File: config.mk
export PLATFORM = sky130hd
export DESIGN_NAME = vid_hline_seq_flat
export DESIGN_NICKNAME = d
export VERILOG_FILES = /design/src/rtl/vid_hline_seq_if.sv /design/src/rtl/vid_hline_seq.sv /design/src/flat_wrapper.sv
export SDC_FILE = /design/constraint.sdc
export NUM_CORES = 1
export LEC_CHECK = 0
export CORE_UTILIZATION = 25
export CTS_BUF_LIST = sky130_fd_sc_hd__clkbuf_8
export CTS_CLUSTER_SIZE = 28
export DETAILED_ROUTE_END_ITERATION = 6
export PLACE_DENSITY = 0.47
export RECOVER_POWER = 100
export SETUP_SLACK_MARGIN = 0.4
export SYNTH_ARGS = -nofsm -noshare
export SYNTH_HDL_FRONTEND = slang
export SYNTH_SLANG_ARGS = --single-unit
File: constraint.sdc
create_clock -name sys_clk -period 2.1 [get_ports sys_clk]
set_input_delay 0.63 -clock sys_clk [delete_from_list [all_inputs] [get_ports sys_clk]]
set_output_delay 0.63 -clock sys_clk [all_outputs]
set_load 0.02 [all_outputs]
File: src/rtl/vid_hline_seq_if.sv
// ---------------------------------------------------------------------------
// vid_hline_seq_if
//
// Purpose: CPU register access bundle for the horizontal line sequencer.
//          Uses the same strobe-write / tristate-read style as the other video
//          registers: a one-cycle write strobe with select and data, and a
//          one-cycle read strobe answered one cycle later by readback data
//          plus a drive enable.
//
// Signals:
//   din       CPU -> seq   W   register write data
//   crwr      CPU -> seq   1   register write strobe, one cycle
//   sel       CPU -> seq   3   register select (0=HP 1=HBB 2=HS 3=HSE 4=HBE
//                              5=COUNT read only)
//   rd        CPU -> seq   1   register read strobe, one cycle
//   dout_out  seq -> CPU   W   readback data
//   dout_oe   seq -> CPU   1   readback drive enable, high the cycle after rd
//
// Modports:
//   master  the CPU side (drives strobes, receives readback)
//   slave   the sequencer side
// ---------------------------------------------------------------------------
interface vid_hline_seq_if #(
  parameter int W = 11
);

  logic [W-1:0] din;
  logic         crwr;
  logic [2:0]   sel;
  logic         rd;
  logic [W-1:0] dout_out;
  logic         dout_oe;

  modport master (
    output din,
    output crwr,
    output sel,
    output rd,
    input  dout_out,
    input  dout_oe
  );

  modport slave (
    input  din,
    input  crwr,
    input  sel,
    input  rd,
    output dout_out,
    output dout_oe
  );

endinterface

File: src/rtl/vid_hline_seq.sv
// ---------------------------------------------------------------------------
// vid_hline_seq
//
// Purpose: Horizontal line sequencer for the video timing path. Owns the
//          W-bit horizontal pixel counter and a bank of five compare
//          registers (HP, HBB, HS, HSE, HBE). The line is walked through the
//          ACTIVE, FRONT, SYNC and BACK phases by equality compare of the
//          running count against the register belonging to the current
//          phase. Produces registered hblank, hsync and an end-of-line pulse
//          for the vertical sequencer.
//
// Optional feature macro: VID_HALFLINE_EN
//   defined   : 'half' toggles on every counter wrap and 'lineend' only
//               pulses on wraps where 'half' was 1, so HP describes half a
//               line (interlace equalisation).
//   undefined : 'half' is tied low and 'lineend' pulses on every wrap.
//
// Ports:
//   sys_clk   in   1   system clock, all state changes on rising edge
//   reset     in   1   synchronous, active-high reset
//   tick      in   1   pixel enable; counter and FSM advance only when high
//   bus       slave modport of vid_hline_seq_if (din, crwr, sel, rd,
//                  dout_out, dout_oe)
//   count     out  W   current horizontal count
//   hblank    out  1   high outside the active region
//   hsync     out  1   high during sync
//   lineend   out  1   one-cycle pulse (per tick) on counter wrap
//   half      out  1   half-line phase
// ---------------------------------------------------------------------------
module vid_hline_seq #(
  parameter int W = 11
) (
  input  logic         sys_clk,
  input  logic         reset,
  input  logic         tick,
  vid_hline_seq_if.slave bus,
  output logic [W-1:0] count,
  output logic         hblank,
  output logic         hsync,
  output logic         lineend,
  output logic         half
);

  typedef enum logic [1:0] {
    ACTIVE = 2'd0,
    FRONT  = 2'd1,
    SYNC   = 2'd2,
    BACK   = 2'd3
  } lineState_t;

  localparam logic [W-1:0] MaxCount = '1;
  localparam logic [W-1:0] OneCount = W'(1);

  localparam logic [2:0] SelHp    = 3'd0;
  localparam logic [2:0] SelHbb   = 3'd1;
  localparam logic [2:0] SelHs    = 3'd2;
  localparam logic [2:0] SelHse   = 3'd3;
  localparam logic [2:0] SelHbe   = 3'd4;
  localparam logic [2:0] SelCount = 3'd5;

  // compare bank
  logic [W-1:0] hp_q;
  logic [W-1:0] hbb_q;
  logic [W-1:0] hs_q;
  logic [W-1:0] hse_q;
  logic [W-1:0] hbe_q;

  // counter and line phase
  logic [W-1:0] count_q;
  logic [W-1:0] count_d;
  logic         wrap;
  lineState_t   state_q;
  lineState_t   state_d;

  // registered outputs
  logic         hblank_q;
  logic         hblank_d;
  logic         hsync_q;
  logic         hsync_d;
  logic         lineEnd_q;
  logic         lineEnd_d;
  logic         half_q;
  logic         half_d;

  // read path
  logic [W-1:0] readData;
  logic [W-1:0] dataOut_q;
  logic         dataOe_q;

  // The compare bank loads from the CPU strobe. Selects 5..7 have no
  // backing register, so those writes simply fall through. A value written
  // here is only seen by the compares from the following cycle, since the
  // compares always look at the register outputs.
  always_ff @(posedge sys_clk) begin
    if (reset) begin
      hp_q  <= MaxCount;
      hbb_q <= MaxCount;
      hs_q  <= MaxCount;
      hse_q <= MaxCount;
      hbe_q <= '0;
    end else if (bus.crwr) begin
      case (bus.sel)
        SelHp:   hp_q  <= bus.din;
        SelHbb:  hbb_q <= bus.din;
        SelHs:   hs_q  <= bus.din;
        SelHse:  hse_q <= bus.din;
        SelHbe:  hbe_q <= bus.din;
        default: ;
      endcase
    end
  end

  // Wrap is an equality test against HP, backed up by the all-ones test so
  // that shrinking HP below the running count lets the counter run out to
  // the top and fold over instead of jumping straight to zero.
  always_comb begin
    wrap    = (count_q == hp_q) || (count_q == MaxCount);
    count_d = wrap ? '0 : (count_q + OneCount);
  end

  // Horizontal pixel counter, advanced only on pixel ticks.
  always_ff @(posedge sys_clk) begin
    if (reset) begin
      count_q <= '0;
    end else if (tick) begin
      count_q <= count_d;
    end
  end

  // Half-line phase and end-of-line qualification. With the half-line
  // feature each HP period is half a line, so only every other wrap marks
  // the real end of line for the vertical sequencer.
`ifdef VID_HALFLINE_EN
  always_comb begin
    half_d    = half_q ^ wrap;
    lineEnd_d = wrap & half_q;
  end
`else
  always_comb begin
    half_d    = 1'b0;
    lineEnd_d = wrap;
  end
`endif

  // Wrap-related outputs are registered on the tick so that lineend lines
  // up with the cycle in which count reads zero, and holds with the count
  // while tick is low.
  always_ff @(posedge sys_clk) begin
    if (reset) begin
      lineEnd_q <= 1'b0;
      half_q    <= 1'b0;
    end else if (tick) begin
      lineEnd_q <= lineEnd_d;
      half_q    <= half_d;
    end
  end

  // Line phase state register. Reset parks in BACK so that with HBE=0 the
  // first tick at count 0 enters ACTIVE.
  always_ff @(posedge sys_clk) begin
    if (reset) begin
      state_q <= BACK;
    end else if (tick) begin
      state_q <= state_d;
    end
  end

  // Next-phase logic. Only the compare that belongs to the current phase is
  // examined, so two registers holding the same value give one step per
  // tick rather than skipping a phase.
  always_comb begin
    state_d = state_q;
    case (state_q)
      ACTIVE: if (count_q == hbb_q) state_d = FRONT;
      FRONT:  if (count_q == hs_q)  state_d = SYNC;
      SYNC:   if (count_q == hse_q) state_d = BACK;
      BACK:   if (count_q == hbe_q) state_d = ACTIVE;
      default: state_d = BACK;
    endcase
  end

  // Blank and sync are decoded from the next phase so that, once
  // registered, they change in the same cycle as the counter step that
  // caused the transition.
  always_comb begin
    hblank_d = (state_d != ACTIVE);
    hsync_d  = (state_d == SYNC);
  end

  // Registered blank and sync, held while tick is low.
  always_ff @(posedge sys_clk) begin
    if (reset) begin
      hblank_q <= 1'b1;
      hsync_q  <= 1'b0;
    end else if (tick) begin
      hblank_q <= hblank_d;
      hsync_q  <= hsync_d;
    end
  end

  // Readback mux. Register outputs are used, so a write landing on the
  // same edge as the read strobe is not yet visible and the old value is
  // returned.
  always_comb begin
    readData = '0;
    case (bus.sel)
      SelHp:    readData = hp_q;
      SelHbb:   readData = hbb_q;
      SelHs:    readData = hs_q;
      SelHse:   readData = hse_q;
      SelHbe:   readData = hbe_q;
      SelCount: readData = count_q;
      default:  readData = '0;
    endcase
  end

  // Read path runs every clock, independent of tick. The drive enable is
  // the read strobe delayed by one cycle; the data holds until the next
  // read. Reset drops any read strobe that is in flight.
  always_ff @(posedge sys_clk) begin
    if (reset) begin
      dataOut_q <= '0;
      dataOe_q  <= 1'b0;
    end else begin
      dataOe_q <= bus.rd;
      if (bus.rd) begin
        dataOut_q <= readData;
      end
    end
  end

  assign count        = count_q;
  assign hblank       = hblank_q;
  assign hsync        = hsync_q;
  assign lineend      = lineEnd_q;
  assign half         = half_q;
  assign bus.dout_out = dataOut_q;
  assign bus.dout_oe  = dataOe_q;

endmodule
File: src/flat_wrapper.sv
// flat-port wrapper written by rule: the top's interface ports become plain ports
module vid_hline_seq_flat 
#(
  parameter int W = 11
)
  (sys_clk, reset, tick, count, hblank, hsync, lineend, half, bus_din, bus_crwr, bus_sel, bus_rd, bus_dout_out, bus_dout_oe);
  vid_hline_seq_if #(.W(W)) bus_i ();
  input  logic sys_clk;
  input  logic reset;
  input  logic tick;
  output logic [W-1:0] count;
  output logic hblank;
  output logic hsync;
  output logic lineend;
  output logic half;
  input wire logic [$bits(bus_i.din)-1:0] bus_din;
  input wire logic [$bits(bus_i.crwr)-1:0] bus_crwr;
  input wire logic [$bits(bus_i.sel)-1:0] bus_sel;
  input wire logic [$bits(bus_i.rd)-1:0] bus_rd;
  output wire logic [$bits(bus_i.dout_out)-1:0] bus_dout_out;
  output wire logic [$bits(bus_i.dout_oe)-1:0] bus_dout_oe;
  assign bus_i.din = bus_din;
  assign bus_i.crwr = bus_crwr;
  assign bus_i.sel = bus_sel;
  assign bus_i.rd = bus_rd;
  assign bus_dout_out = bus_i.dout_out;
  assign bus_dout_oe = bus_i.dout_oe;
  vid_hline_seq #(.W(W)) u_core (.sys_clk(sys_clk), .reset(reset), .tick(tick), .bus(bus_i), .count(count), .hblank(hblank), .hsync(hsync), .lineend(lineend), .half(half));
endmodule
==> summary.md, run 1 <==
| Metric | Value |
|---|---|
| VDD IR max | `297 uV` |
| Startpoint types | `primary input` |
| Max-cap viol count | `0` |
| Num CTS Buffers | `9` |
| Synthesized area | `about 4500 um^2` |
| Most frequent cells after synthesis | `nand2_1, dfxtp_1, mux2i_1, xnor2_1, nand3_1` |
| Grt total ovfl | `0` |
| Pwr Density | `~580 nW/um^2` |
| Cell Rows | `48` |
| DRC viols | `0` |
| Count of different cell masters after synthesis | `49` |
| Post-synth EDFFs | `0` |
| DR pass1 iterations | `5` |
| Nets@finish | `between 600 and 700` |
| Final hold vios | `0` |
| Status | `finished, final reports clean` |
| Routed len/inst | `between 15 and 20 um` |
| Clock Skews | `0.00533 ns` |
| RSZ-0062 raised after global routing | `yes` |
| Initial antenna violation count | `0` |
| H-Tree Depth | `3` |
| CP required | `2.35 ns` |
| Yosys top cell area share | `0.372` |
| Vias in the first global route | `3,865` |
| Clock transition at path regs | `0.08 ns` |
| CTS root buffer | `clkbuf_8` |
| Initial Util | `0.257` |
| Count leader, synth | `nand2_1` |
| Ys async rst share | `0` |
| CTS tree | `yes` |
| Post-route minimum period | `1.86 ns` |
| Fmax | `roughly 540 MHz` |
| Pins Over Slew Limit | `0` |
| Worst-path maximum fanout | `11` |
| Gr usage total | `0.165` |
| Placed Instance Area | `5400 um^2` |
| Hold Buf Count CTS | `0` |
| N_diodes | `0` |
| First-pass GRT wire length | `22.5 mm` |
| Final setup fails | `0` |
| Clk_lat worst skew | `0.36 ns` |
| Post-route ant nets | `0` |
| Worst Tran Pin Value | `around 0.76 ns` |
| Final Instance Area | `between 5000 and 6000 um^2` |
| Synth Area per Inst | `~8.5 um^2` |
| Max Buffers Root-to-Sink | `2` |
| Layout cells sized above 1 | `0.215` |
| Via/cell ratio | `4.79` |
| Final wirelength | `14.7 mm` |
| Critical Path AT | `about 2.1 ns` |
| Leading area contributor after synthesis | `dfxtp_1` |
| Hold WC Path Type | `reg -> reg` |
| Static leakage | `~2.4 nW` |
| Largest net degree at the start of global routing | `37` |
| IO Count | `46` |
| Die area | `18,400 um^2` |
| Buffers on Ports | `44` |
| Synth Flop Type | `dfxtp_1` |
| Mapped Cells | `526` |
| Via count | `around 4,000` |
| Critical path capture point type | `register` |
| Initial DRC count | `316` |
| Die height | `between 100 and 150 um` |
| Placed cell count | `796` |
| Die width | `between 100 and 150 um` |
| DP HPWL | `about 11 mm` |
| Synth-to-layout area growth | `31.1%` |
| Final std cells w/o fill | `829` |
| Clock sink count | `83` |
| Seq/Total Area, Yosys | `0.372` |
| Max-Slew Margin vs Limit | `0.493` |
| WS Path Type | `in -> reg` |
| Syn_nets | `546` |
| Top cells by area, synth | `dfxtp_1, mux2i_1, nand2_1` |
| Ys Warns | `0` |
| Final Wtd Congestion | `0.861` |
| Period utilization | `0.888` |
| Seq cells post-synth | `83` |
| Core area | `about 17,000 um^2` |
==> cell usage in the layout (no fill, tap or decap), types with 4 or more instances in the layout <==
cell,n
xor2_1,19
nand2_1,112
dfxtp_2,9
o21ai_0,10
clkbuf_1,9
clkdlybuf4s25_1,9
buf_12,7
nand4_1,13
nand3_1,28
clkdlybuf4s50_1,12
mux2i_1,42
o211ai_1,16
xnor2_2,12
a21oi_1,21
nand2b_1,9
buf_2,5
o21a_1,4
buf_4,40
nor3_1,11
dfxtp_4,9
buf_6,8
dlygate4sd2_1,11
nor2_1,13
inv_1,4
xnor2_1,31
dfxtp_1,65
clkbuf_8,9
==> routing by layer <==
layer | part of all wire | track usage | vias to the layer above
li1 | - | - | 1962
met1 | 0.48 | 0.224 | 1886
met2 | 0.46 | 0.263 | 102
met3 | 0.045 | 0.0269 | 19
met4 | 0.020 | 0.0568 | 0
met5 | 0 | 0 | -
==> power by group <==
part,leakage [nW],switching (mW),internal (mW),total (mW)
logic,1.63,0.306,0.271,0.577
clock network,0.0923,0.586,0.535,1.12
registers,0.681,0.0641,1.63,1.69
total,2.41,0.956,2.43,3.39
==> kinds of logic after synthesis <==
logic type,count (synthesis),synth area share
adder cells (fa/ha/maj),1,0.00280
buffers and inverters,48,0.0608
other,1,0.000840
XOR/XNOR,64,0.136
AO/OA/AOI/OAI,70,0.100
flip-flops,83,0.372
AND/OR/NAND/NOR,214,0.226
multiplexers,45,0.102
==> final cells by class <==
type	instances	area (um^2)
clock inverters	6	58.8
clock buffers	9	124
repair buffers	108	976
inverters	3	11.3
multi-input cells	395	2700
fillers	1787	11500
well taps	225	282
flip-flops and latches	83	1710
==> stage by stage <==
stage / total power, mW / hold WS [ns] / utilization / worst slack (ns) / setup TNS (ns)
3_5_place_dp: 2.28 / 0.458 / 0.311 / -0.296 / -11.80
6_report: 3.39 / 0.471 / 0.337 / 0.236 / 0
2_1_floorplan: 2.05 / 0.459 / - / 0.374 / 0
3_3_place_gp: 2.27 / 0.454 / 0.311 / -0.270 / -9.51
5_1_grt: 3.55 / 0.493 / 0.337 / 0.193 / 0
4_1_cts: 3.42 / 0.468 / 0.339 / 0.341 / 0
==> worst paths after layout <==
kind                                                           from  cells after the start                             endpoint  slack, ns
worst min register to register  u_core.bus.dout_out[4]$_SDFFE_PP0P_                      2  u_core.bus.dout_out[4]$_SDFFE_PP0P_       0.47
worst min-delay path            u_core.bus.dout_out[4]$_SDFFE_PP0P_                      2  u_core.bus.dout_out[4]$_SDFFE_PP0P_       0.47
worst max-delay path                                     bus_sel[0]                      7          u_core.hp_q[3]$_SDFFE_PP1P_       0.24
worst max register to register        u_core.count[10]$_SDFFE_PP0P_                      5            u_core.hsync$_SDFFE_PP0P_       0.30
==> registers in the layout, indices dropped and copies added (netlist names) <==
| name | flops |
|---|---|
| u_core.bus.dout_out | 11 |
| u_core.count | 11 |
| u_core.hbb_q | 11 |
| u_core.hbe_q | 11 |
| u_core.hp_q | 11 |
| u_core.hs_q | 11 |
| u_core.hse_q | 11 |
| u_core.state_q | 2 |
| u_core.bus.dout_oe | 1 |
| u_core.hblank | 1 |
| u_core.hsync | 1 |
| u_core.lineend | 1 |
==> critical path, cell delays in order <==
cell           delay (ns)
dlygate4sd2_1        0.28
clkbuf_2             0.25
nor3b_4              0.20
clkbuf_1             0.31
buf_12               0.18
mux2i_1              0.18
nand2_1              0.08
==> what timing repair did <==
item,CTS,global route
gates cloned,2,0
endpoints found under the setup margin,108,41
pin swaps,13,13
resized for setup,95,35
setup buffers,15,1
(Power assumes the default switching activity.)
==> inputs of run 2 (changes only) <==
CAP_MARGIN = 5   (was not set)
CORE_UTILIZATION = 45   (was 25)
MAX_ROUTING_LAYER = met4   (was not set)
PLACE_DENSITY = 0.71   (was 0.47)
==> run 2 against run 1 <==
  * Global-route usage up 13 points
  * Die area decreased by 44%
  * Non-clock buffer count grew 13
==> summary.md, run 2 (same netlist as run 1, synthesis figures left out) <==
| Metric | Value |
|---|---|
| Final std cells w/o fill | `747 (was 829)` |
| Die width | `102 um (was 136 um)` |
| Hold WC Path Type | `reg -> reg (unchanged)` |
| RSZ-0062 raised after global routing | `yes (unchanged)` |
| Max Buffers Root-to-Sink | `2 (unchanged)` |
| H-Tree Depth | `3 (unchanged)` |
| Nets@finish | `633 (was 620)` |
| Buffers on Ports | `44 (unchanged)` |
| Vias in the first global route | `4,026 (was 3,865)` |
| Post-route ant nets | `0 (unchanged)` |
| Core area | `9420 um^2 (was 17,400 um^2)` |
| Layout cells sized above 1 | `0.244 (was 0.215)` |
| Pwr Density | `645 nW/um^2 (was 579 nW/um^2)` |
| CTS root buffer | `clkbuf_8 (unchanged)` |
| Critical path capture point type | `register (unchanged)` |
| N_diodes | `0 (unchanged)` |
| Placed cell count | `697 (was 796)` |
| Critical Path AT | `2.17 ns (was 2.11 ns)` |
| Clock transition at path regs | `0.09 ns (was 0.08 ns)` |
| Worst Hold Launch | `u_core.bus.dout_out[5]$_SDFFE_PP0P_ (was u_core.bus.dout_out[4]$_SDFFE_PP0P_)` |
| Hold Buf Count CTS | `0 (unchanged)` |
| Synth-to-layout area growth | `31.8% (was 31.1%)` |
| Pins Over Slew Limit | `0 (unchanged)` |
| Max-Slew Margin vs Limit | `0.467 (was 0.493)` |
| Status | `finished, final reports clean (unchanged)` |
| Initial antenna violation count | `0 (unchanged)` |
| Clk_lat worst skew | `0.35 ns (was 0.36 ns)` |
| Clock Skews | `0.0128 ns (was 0.00533 ns)` |
| Final worst slack | `0.231 ns (was 0.236 ns)` |
| Hold depth | `2 (unchanged)` |
| Static leakage | `2.53 nW (was 2.41 nW)` |
| Via count | `4,213 (was 3,969)` |
| Period utilization | `0.890 (was 0.888)` |
| Initial DRC count | `272 (was 316)` |
| IO Count | `46 (unchanged)` |
| CTS tree | `yes (unchanged)` |
| Die height | `102 um (was 136 um)` |
| Worst Tran Pin Value | `0.800 ns (was 0.760 ns)` |
| Cell Rows | `35 (was 48)` |
| Num CTS Buffers | `9 (unchanged)` |
| Startpoint types | `register (was primary input)` |
| Final wirelength | `14.2 mm (was 14.7 mm)` |
| Via/cell ratio | `5.64 (was 4.79)` |
| WS Path Type | `reg -> reg (was in -> reg)` |
| Worst Setup SP | `u_core.count[7]$_SDFFE_PP0P_ (was bus_sel[0])` |
| Worst-path maximum fanout | `5 (was 11)` |
| Routed len/inst | `19.0 um (was 17.7 um)` |
| Layout Utilization | `0.625 (was 0.337)` |
| Most common cell after layout, fill and taps aside | `nand2_1 (unchanged)` |
| Final Wtd Congestion | `0.928 (was 0.861)` |
| Largest net degree at the start of global routing | `35 (was 37)` |
| Gr usage total | `0.297 (was 0.165)` |
| Critical R2R Launch | `u_core.count[7]$_SDFFE_PP0P_ (was u_core.count[10]$_SDFFE_PP0P_)` |
| DP HPWL | `9.89 mm (was 10.9 mm)` |
| Final setup fails | `0 (unchanged)` |
| First-pass GRT wire length | `22.0 mm (was 22.5 mm)` |
| Fmax | `535 MHz (was 537 MHz)` |
| PnR Total Power | `3.80 mW (was 3.39 mW)` |
| Die area | `10,300 um^2 (was 18,400 um^2)` |
| Commonest non-fill, non-tap cells in the layout | `nand2_1, dfxtp_1, buf_4 (was nand2_1, dfxtp_1, mux2i_1)` |
| CP required | `2.40 ns (was 2.35 ns)` |
| Initial Util | `0.474 (was 0.257)` |
| Placed Instance Area | `5230 um^2 (was 5400 um^2)` |
| DR pass1 iterations | `5 (unchanged)` |
| Max-cap viol count | `0 (unchanged)` |
| VDD IR max | `380 uV (was 297 uV)` |
| DRC viols | `0 (unchanged)` |
| Final hold vios | `0 (unchanged)` |
| Post-route minimum period | `1.87 ns (was 1.86 ns)` |
| Final Instance Area | `5880 um^2 (was 5850 um^2)` |
| Grt total ovfl | `0 (unchanged)` |
| Placement Setup Slack | `-0.270 ns (was -0.296 ns)` |
| R2R depth | `5 (unchanged)` |
| Clock sink count | `83 (unchanged)` |
run 2: what timing repair did:
item                                    4_1_cts  5_1_grt
buffers inserted                             26        7
resized for setup                            97       31
cloned                                        1        0
pin swaps                                    13       16
endpoints found under the setup margin      108       56
run 2: metal layers:
metal  up-vias  track usage  share of wire
met2       214        0.459           0.46
met3        31       0.0380          0.081
met1      2002        0.392           0.43
met4         0        0.123          0.030
li1       1966            -              -
met5         -            -              0
run 2: through the flow:
stage / setup TNS (ns) / hold slack (ns)
after global routing: 0 / 0.488
final: 0 / 0.468
after CTS: 0 / 0.469
after global placement: -8.65 / 0.452
after floorplan: 0 / 0.459
after detailed placement: -10.57 / 0.462
run 2: path summary, 6_finish.rpt:
kind	to	slack, ns
worst min-delay path	u_core.bus.dout_out[5]$_SDFFE_PP0P_	0.47
worst max-delay path	u_core.hsync$_SDFFE_PP0P_	0.23
worst max register to register	u_core.hsync$_SDFFE_PP0P_	0.23
worst min register to register	u_core.bus.dout_out[5]$_SDFFE_PP0P_	0.47
run 2: report_power, final:
part	switching (mW)	internal [mW]	total, mW
Sequential	0.0596	1.62	1.68
Clock	0.595	0.911	1.51
Combinational	0.327	0.282	0.608
Total	0.982	2.82	3.80
run 2: worst max-delay path: stages, from the launching register on:
cell and delay [ns]:
dfxtp_1 0.53, xnor2_1 0.19, nand4_1 0.23, or4_4 0.47, a211oi_2 0.25, o21a_1 0.15
run 2: area by class of cell:
cell class / count / area (um^2)
tap: 129 / 161
clock buffer: 9 / 124
inverter: 3 / 11.3
fill: 819 / 3530
clock inverter: 7 / 139
timing repair buffer: 121 / 1030
sequential: 83 / 1710
multi-input combinational: 395 / 2710
